[config.mk]
export PLATFORM = sky130hd
export DESIGN_NAME = sram_2k_arbiter
export DESIGN_NICKNAME = d
export VERILOG_FILES = /design/src/rtl/sram_2k_arbiter.sv
export SDC_FILE = /design/constraint.sdc
export NUM_CORES = 1
export LEC_CHECK = 0
export BUFFER_PORTS_ARGS = -buffer_cell sky130_fd_sc_hd__buf_2
export CELL_PAD_IN_SITES_DETAIL_PLACEMENT = 0
export CELL_PAD_IN_SITES_GLOBAL_PLACEMENT = 2
export CORE_MARGIN = 2
export CORE_UTILIZATION = 27
export CTS_CLUSTER_SIZE = 14
export DETAILED_ROUTE_END_ITERATION = 8
export HOLD_SLACK_MARGIN = 0.15
export PLACE_DENSITY_LB_ADDON = 0.08
export REMOVE_ABC_BUFFERS = 1
export SLEW_MARGIN = 20
export SYNTH_ARGS = -nofsm -noshare
export SYNTH_HDL_FRONTEND = slang
export SYNTH_SLANG_ARGS = --single-unit
[constraint.sdc]
create_clock -name clk -period 2.51 [get_ports clk]
set_clock_uncertainty 0.2 [all_clocks]
set_input_delay 0.3765 -clock clk [delete_from_list [all_inputs] [get_ports clk]]
set_output_delay 0.3765 -clock clk [all_outputs]
set_load 0.005 [all_outputs]
[src/rtl/sram_2k_arbiter.sv]
// Round-robin arbiter sharing one single-port synchronous RAM between two req/ack ports.
// One access in flight; every output is a register.
`timescale 1ns/1ps
module sram_2k_arbiter #(
  parameter int ADDR_W = 11,
  parameter int DATA_W = 8,
  parameter int RD_LAT = 1,
  parameter int CNT_W  = 16
) (
  input  logic              clk,
  input  logic              rst,
  input  logic              req0,
  input  logic              req1,
  input  logic [ADDR_W-1:0] addr0,
  input  logic [ADDR_W-1:0] addr1,
  input  logic              we0,
  input  logic              we1,
  input  logic [DATA_W-1:0] wdata0,
  input  logic [DATA_W-1:0] wdata1,
  output logic              ack0,
  output logic              ack1,
  output logic [DATA_W-1:0] rdata0,
  output logic [DATA_W-1:0] rdata1,
  output logic [ADDR_W-1:0] mem_addr,
  output logic [DATA_W-1:0] mem_din,
  input  logic [DATA_W-1:0] mem_dout,
  output logic              mem_we,
  output logic              mem_en,
  output logic              busy,
  output logic              gnt_id,
  output logic [CNT_W-1:0]  contention
);

  typedef enum logic [1:0] {
    IDLE   = 2'd0,
    ACCESS = 2'd1,
    WAIT   = 2'd2,
    DONE   = 2'd3
  } state_t;

  localparam logic [CNT_W-1:0] CNT_MAX = {CNT_W{1'b1}};
  localparam logic [CNT_W-1:0] CNT_ONE = {{(CNT_W-1){1'b0}}, 1'b1};
  localparam logic [2:0]       LAT_INIT = 3'(RD_LAT - 1);

  state_t     state_r;
  logic [2:0] cnt_r;
  logic       any_req_s;
  logic       both_req_s;
  logic       gnt_s;

  // Pick the port to grant: a lone requester wins, a contest goes to the non-last owner.
  always_comb begin
    any_req_s  = req0 | req1;
    both_req_s = req0 & req1;
    if (both_req_s) begin
      gnt_s = ~gnt_id;
    end else if (req1) begin
      gnt_s = 1'b1;
    end else begin
      gnt_s = 1'b0;
    end
  end

  // Access sequencer: grant, drive RAM for one cycle, wait out read latency, ack.
  always_ff @(posedge clk) begin
    if (rst) begin
      state_r    <= IDLE;
      cnt_r      <= 3'd0;
      ack0       <= 1'b0;
      ack1       <= 1'b0;
      rdata0     <= {DATA_W{1'b0}};
      rdata1     <= {DATA_W{1'b0}};
      mem_addr   <= {ADDR_W{1'b0}};
      mem_din    <= {DATA_W{1'b0}};
      mem_we     <= 1'b0;
      mem_en     <= 1'b0;
      busy       <= 1'b0;
      gnt_id     <= 1'b1;
      contention <= {CNT_W{1'b0}};
    end else begin
      ack0 <= 1'b0;
      ack1 <= 1'b0;
      case (state_r)
        IDLE: begin
          if (any_req_s) begin
            state_r  <= ACCESS;
            busy     <= 1'b1;
            mem_en   <= 1'b1;
            gnt_id   <= gnt_s;
            mem_addr <= gnt_s ? addr1 : addr0;
            mem_din  <= gnt_s ? wdata1 : wdata0;
            mem_we   <= gnt_s ? we1 : we0;
            if (both_req_s && (contention != CNT_MAX)) begin
              contention <= contention + CNT_ONE;
            end
          end
        end
        ACCESS: begin
          mem_en <= 1'b0;
          mem_we <= 1'b0;
          // mem_we still reflects the granted operation during this cycle
          if (mem_we) begin
            state_r <= DONE;
            ack0    <= ~gnt_id;
            ack1    <= gnt_id;
          end else begin
            state_r <= WAIT;
            cnt_r   <= LAT_INIT;
          end
        end
        WAIT: begin
          if (cnt_r == 3'd0) begin
            if (gnt_id) begin
              rdata1 <= mem_dout;
            end else begin
              rdata0 <= mem_dout;
            end
            state_r <= DONE;
            ack0    <= ~gnt_id;
            ack1    <= gnt_id;
          end else begin
            cnt_r <= cnt_r - 3'd1;
          end
        end
        DONE: begin
          state_r <= IDLE;
          busy    <= 1'b0;
        end
        default: begin
          state_r <= IDLE;
          busy    <= 1'b0;
          mem_en  <= 1'b0;
          mem_we  <= 1'b0;
        end
      endcase
    end
  end

endmodule

# Word level (Yosys, flattened, before mapping)
# Cells that the tools add are included.
# classes
add_sub_neg	2
eq_ne	8
mux	23
bitwise_logic	3
n_reduce_logical	14
# op_table
op	count
$add 16x1->16 const B	1
$ne 16x16->1 const B	1
$reduce_and 3->1	4
$mux 11	1
$mux 1	10
$pmux 1 s2	5
$mux 8	1
$ne 2x2->1 const B	4
$pmux 2 s4	1
$reduce_and 2->1	4
$mux 3	2
$pmux 3 s2	1
$reduce_bool 2->1	3
$eq 2x2->1 const B	2
$mux 2	2
$logic_not 3->1	1
$sub 3x1->3 const B	1
$eq 2x1->1 const B	1
$logic_not 2->1	1
$and 1x1->1	1
$logic_and 1x1->1	1
$not 1->1	1
$or 1x1->1	1
# word_totals
regBits	62
out_inout_bits	57
word_cells	63

# Logic depth before layout (Yosys ltp)
# depth
word_depth	5
ltp_mapped	8
ltp_nobuf	6

# Worst setup path after synthesis
# OpenSTA, ideal clock, no wires.
# synth_path
path_kind	register to register
from	register state_r[0]
to	register contention[15]
setup_time_ns	0.070
arrival_time_ns	1.925
path_slack_ns	0.314
path_stages_with_launch	9
path_buffers	2
period_less_slack_ns	2.196
path_cell_list	dfxtp_1 -> inv_1 -> ha_1 -> buf_6 -> nand3_4 -> or4_1 -> buf_2 -> or4_1 -> a21oi_1
# synth_between
elab_chain_len	2
# synth_rtl
element	line_no	source
start, declared	45	state_t state_r;
start signal, assigned	67	state_r <= IDLE;
start signal, assigned	86	state_r <= ACCESS;
start signal, assigned	103	state_r <= DONE;
$logic_not 2->1	83	case (state_r)
$reduce_and 3->1 (no source line)	-	
end signal, assigned	79	contention <= {CNT_W{1'b0}};
end signal, assigned	94	contention <= contention + CNT_ONE;
end, declared	31	output logic [CNT_W-1:0] contention
# No other way between the ends.
# A chain may end at the register's enable or synchronous reset.

# Worst setup path after layout
# layout_path
from	register state_r[0]
to	register contention[9]
# Same word-level chain as after synthesis.

==> flow_metrics.py <==
metrics = {
    "yosys": {
        "synthDominantCellAreaShare": 0.4431,
        "synth_cell_type_count": 38,
        "syn_area_um2": 2801,
        "synthFlopType": "dfxtp_1",
        "ys_seq_area_frac": 0.4431,
        "synth_area_leaders": "dfxtp_1 44%, mux2i_1 7.1%, a21oi_1 7.0%",
        "synth_warnings": 0,
        "netlist_instances": 322,
        "yosysTopAreaCell": "dfxtp_1",
        "synth_edf_count": 0,
        "async_flop_share": 0,
        "ys_seq_elements": 62,
        "synth_area_per_cell_um2": 8.700,
    },
    "power": {
        "peakVddDrop_mv": 0.3272,
        "leakage_nw": 1.594,
        "total_power_mw": 3.330,
        "powerDensity_nw_per_um2": 879.2,
    },
    "route": {
        "drt_iter0_drc": 104,
        "via_count": 2658,
        "via_per_inst": 4.607,
        "drcViolationCount": 0,
        "first_pass_iters": 4,
        "wire_per_inst_um": 13.18,
        "ant_nets": 0,
        "routed_wl_um": 7604,
    },
    "cells_and_area": {
        "drive_gt1_frac": 0.3175,
        "antenna_cells": 0,
        "multi_input_area_um2": 1439,
        "layout.nets": 496,
        "final_area_um2": 3787,
        "fillers": 1121,
        "syn_to_final_growth_pct": 35.19,
        "seq_area_um2": 1241,
    },
    "floorplanning": {
        "die_h_um": 105.9,
        "coreArea_um2": 10180,
        "start_util": 0.2751,
        "die-area_um2": 11210,
        "die_x_um": 105.9,
        "rows": 37,
        "io_pins": 109,
    },
    "clock_tree": {
        "worst_skew_pair.late_latency_ns": 0.33,
        "path_clk_slew_ns": 0.08,
        "h-tree-depth": 3,
        "cts_buffer_depth": 2,
        "cts_tree": "done",
        "cts_buffers": 9,
        "cts_root_buf": "clkbuf_8",
        "cts_sinks": 62,
        "post-cts-setup-buffers": 0,
    },
    "global_route": {
        "overflow": 0,
        "antenna_found_initial": 0,
        "grt_max_degree": 39,
        "grt_pass1_wl_um": 12180,
        "grt_pass1_vias": 2457,
        "grt_use_total": 0.1368,
    },
    "timing": {
        "setup_ws_ns": 0.1752,
        "worst_pin_slew_ns": 0.7786,
        "rsz0062_at_grt": "no",
        "holdWs_ns": 0.1765,
        "fin_crit_ns": 2.335,
        "fmax_mhz": 428.3,
        "finalCritPeriodShare": 0.9302,
        "finalHoldViolations": 0,
        "relSlewSlack": 0.4809,
        "finalSetupViolCount": 0,
        "drv_slew": 0,
    },
    "worst_setup_path": {
        "crit_top_cell": "or4_1",
        "critPathBufInv": 1,
        "cp.required_ns": 2.57,
        "worstPathArrival_ns": 2.39,
        "crit_path_top_delay_cell": "or4_1",
        "slowest_delay_ns": 0.65,
        "worstSetupPathType": "reg2reg",
        "critPathMaxFanout": 8,
        "cp-start-kind": "register",
        "path_delay_family": "simple AND/OR/NAND/NOR gates",
        "worst_setup_path_end_kind": "register",
        "path_cells": "inv_1 > ha_1 > nand3_4 > or4_1 > or4_1 > a21oi_1",
    },
    "placed_design": {
        "dpl-instance-area_um2": 3506,
        "dp_hpwl_um": 5423,
        "place_congestion": 0.7033,
        "io_buffers": 108,
        "post-place-ws_ns": 0.1905,
    },
    "run": {
        "drv_cap": 0,
    },
    "worst_hold_path": {
        "hp-class": "in2reg",
    },
    "status": {
        "status": "complete, no violations",
    },
}
==> layer usage <==
| layer | routed length (µm) | global-route usage | up-vias |
|---|---|---|---|
| met5 | 0 | 0 | - |
| met4 | 97 | 0.05639 | 0 |
| met2 | 3244 | 0.1972 | 81 |
| met1 | 3754 | 0.1879 | 1180 |
| li1 | - | - | 1387 |
| met3 | 508 | 0.04329 | 10 |
==> layout make-up <==
type	instances	area share
well taps	136	0.04493
clock buffers	13	0.04196
repair buffers	123	0.1843
clock inverters	3	0.01123
multi-input cells	230	0.3799
inverters	10	0.009911
flip-flops and latches	62	0.3277
==> cells in the mapped netlist (3+ instances only) <==
cell and count:
a21oi_1 39, or4_1 10, nor2_1 29, a211oi_1 21, nand3_1 4, or3_1 4, buf_2 4, nand4_1 5
ha_1 8, dfxtp_1 62, nand2_1 42, and4b_1 3, o21ai_0 9, clkbuf_1 15, inv_1 10, o31ai_1 10
nand2b_1 3, mux2i_1 20, or2_2 3
==> worst reg2reg max path: stages (launching register included) <==
cell and delay [ns]:
dfxtp_1 0.34, inv_1 0.13, ha_1 0.23, nand3_4 0.12, or4_1 0.65, or4_1 0.44, a21oi_1 0.15
==> stage by stage <==
| stage | TNS (ns) | std cells | utilization |
|---|---|---|---|
| floorplan | -14.98 | 302 | - |
| global placement | 0 | 553 | 0.3442 |
| detailed placement | 0 | 553 | 0.3442 |
| CTS | 0 | 577 | 0.3719 |
| global route | 0 | 577 | 0.3719 |
| finish | 0 | 577 | 0.3719 |
==> worst paths after layout <==
check	slack, ns	depth (start not counted)	to	from
worst min register to register	0.25	2	rdata0[7]	rdata0[7]
worst max register to register	0.18	6	contention[9]	state_r[0]
worst max-delay path	0.18	6	contention[9]	state_r[0]
worst min-delay path	0.18	3	mem_din[7]	wdata0[7]
==> layout by cell type, fill, tap and decap left out, types with 9 or more instances in the layout <==
| master | netlist | routed |
|---|---|---|
| a211oi_1 | 21 | 21 |
| a21oi_1 | 39 | 39 |
| buf_2 | 4 | 108 |
| clkbuf_8 | 0 | 11 |
| dfxtp_1 | 62 | 62 |
| inv_1 | 10 | 10 |
| mux2i_1 | 20 | 20 |
| nand2_1 | 42 | 42 |
| nor2_1 | 29 | 29 |
| o21ai_0 | 9 | 9 |
| o31ai_1 | 10 | 10 |
| or4_1 | 10 | 10 |
==> cells by family (layout without fill, tap and decap cells) <==
group,count (synthesis),count (layout),share of synthesized area
simple gates,115,115,0.2113
compound gates,85,85,0.1867
flops,62,62,0.4431
buf+inv,30,149,0.04466
mux,21,21,0.07548
fa+ha+maj,8,8,0.03573
xor+xnor,1,1,0.003127
==> power breakdown <==
part	switching (mW)	internal, mW	total (mW)
combinational	0.626	0.502	1.13
clock	0.391	0.513	0.904
sequential	0.115	1.18	1.30
total	1.13	2.20	3.33
==> flip-flops by register name, indices dropped and copies added, names as in the netlist <==
register,count
ack0,1
ack1,1
busy,1
cnt_r,3
contention,16
gnt_id,1
mem_addr,11
mem_din,8
mem_en,1
mem_we,1
rdata0,8
rdata1,8
state_r,2
==> timing repair <==
action                                 CTS  global route
hold buffers                             8             0
endpoints found under the hold margin   16             0
resized for setup                        0             0
Power figures use the tool's default switching activity.
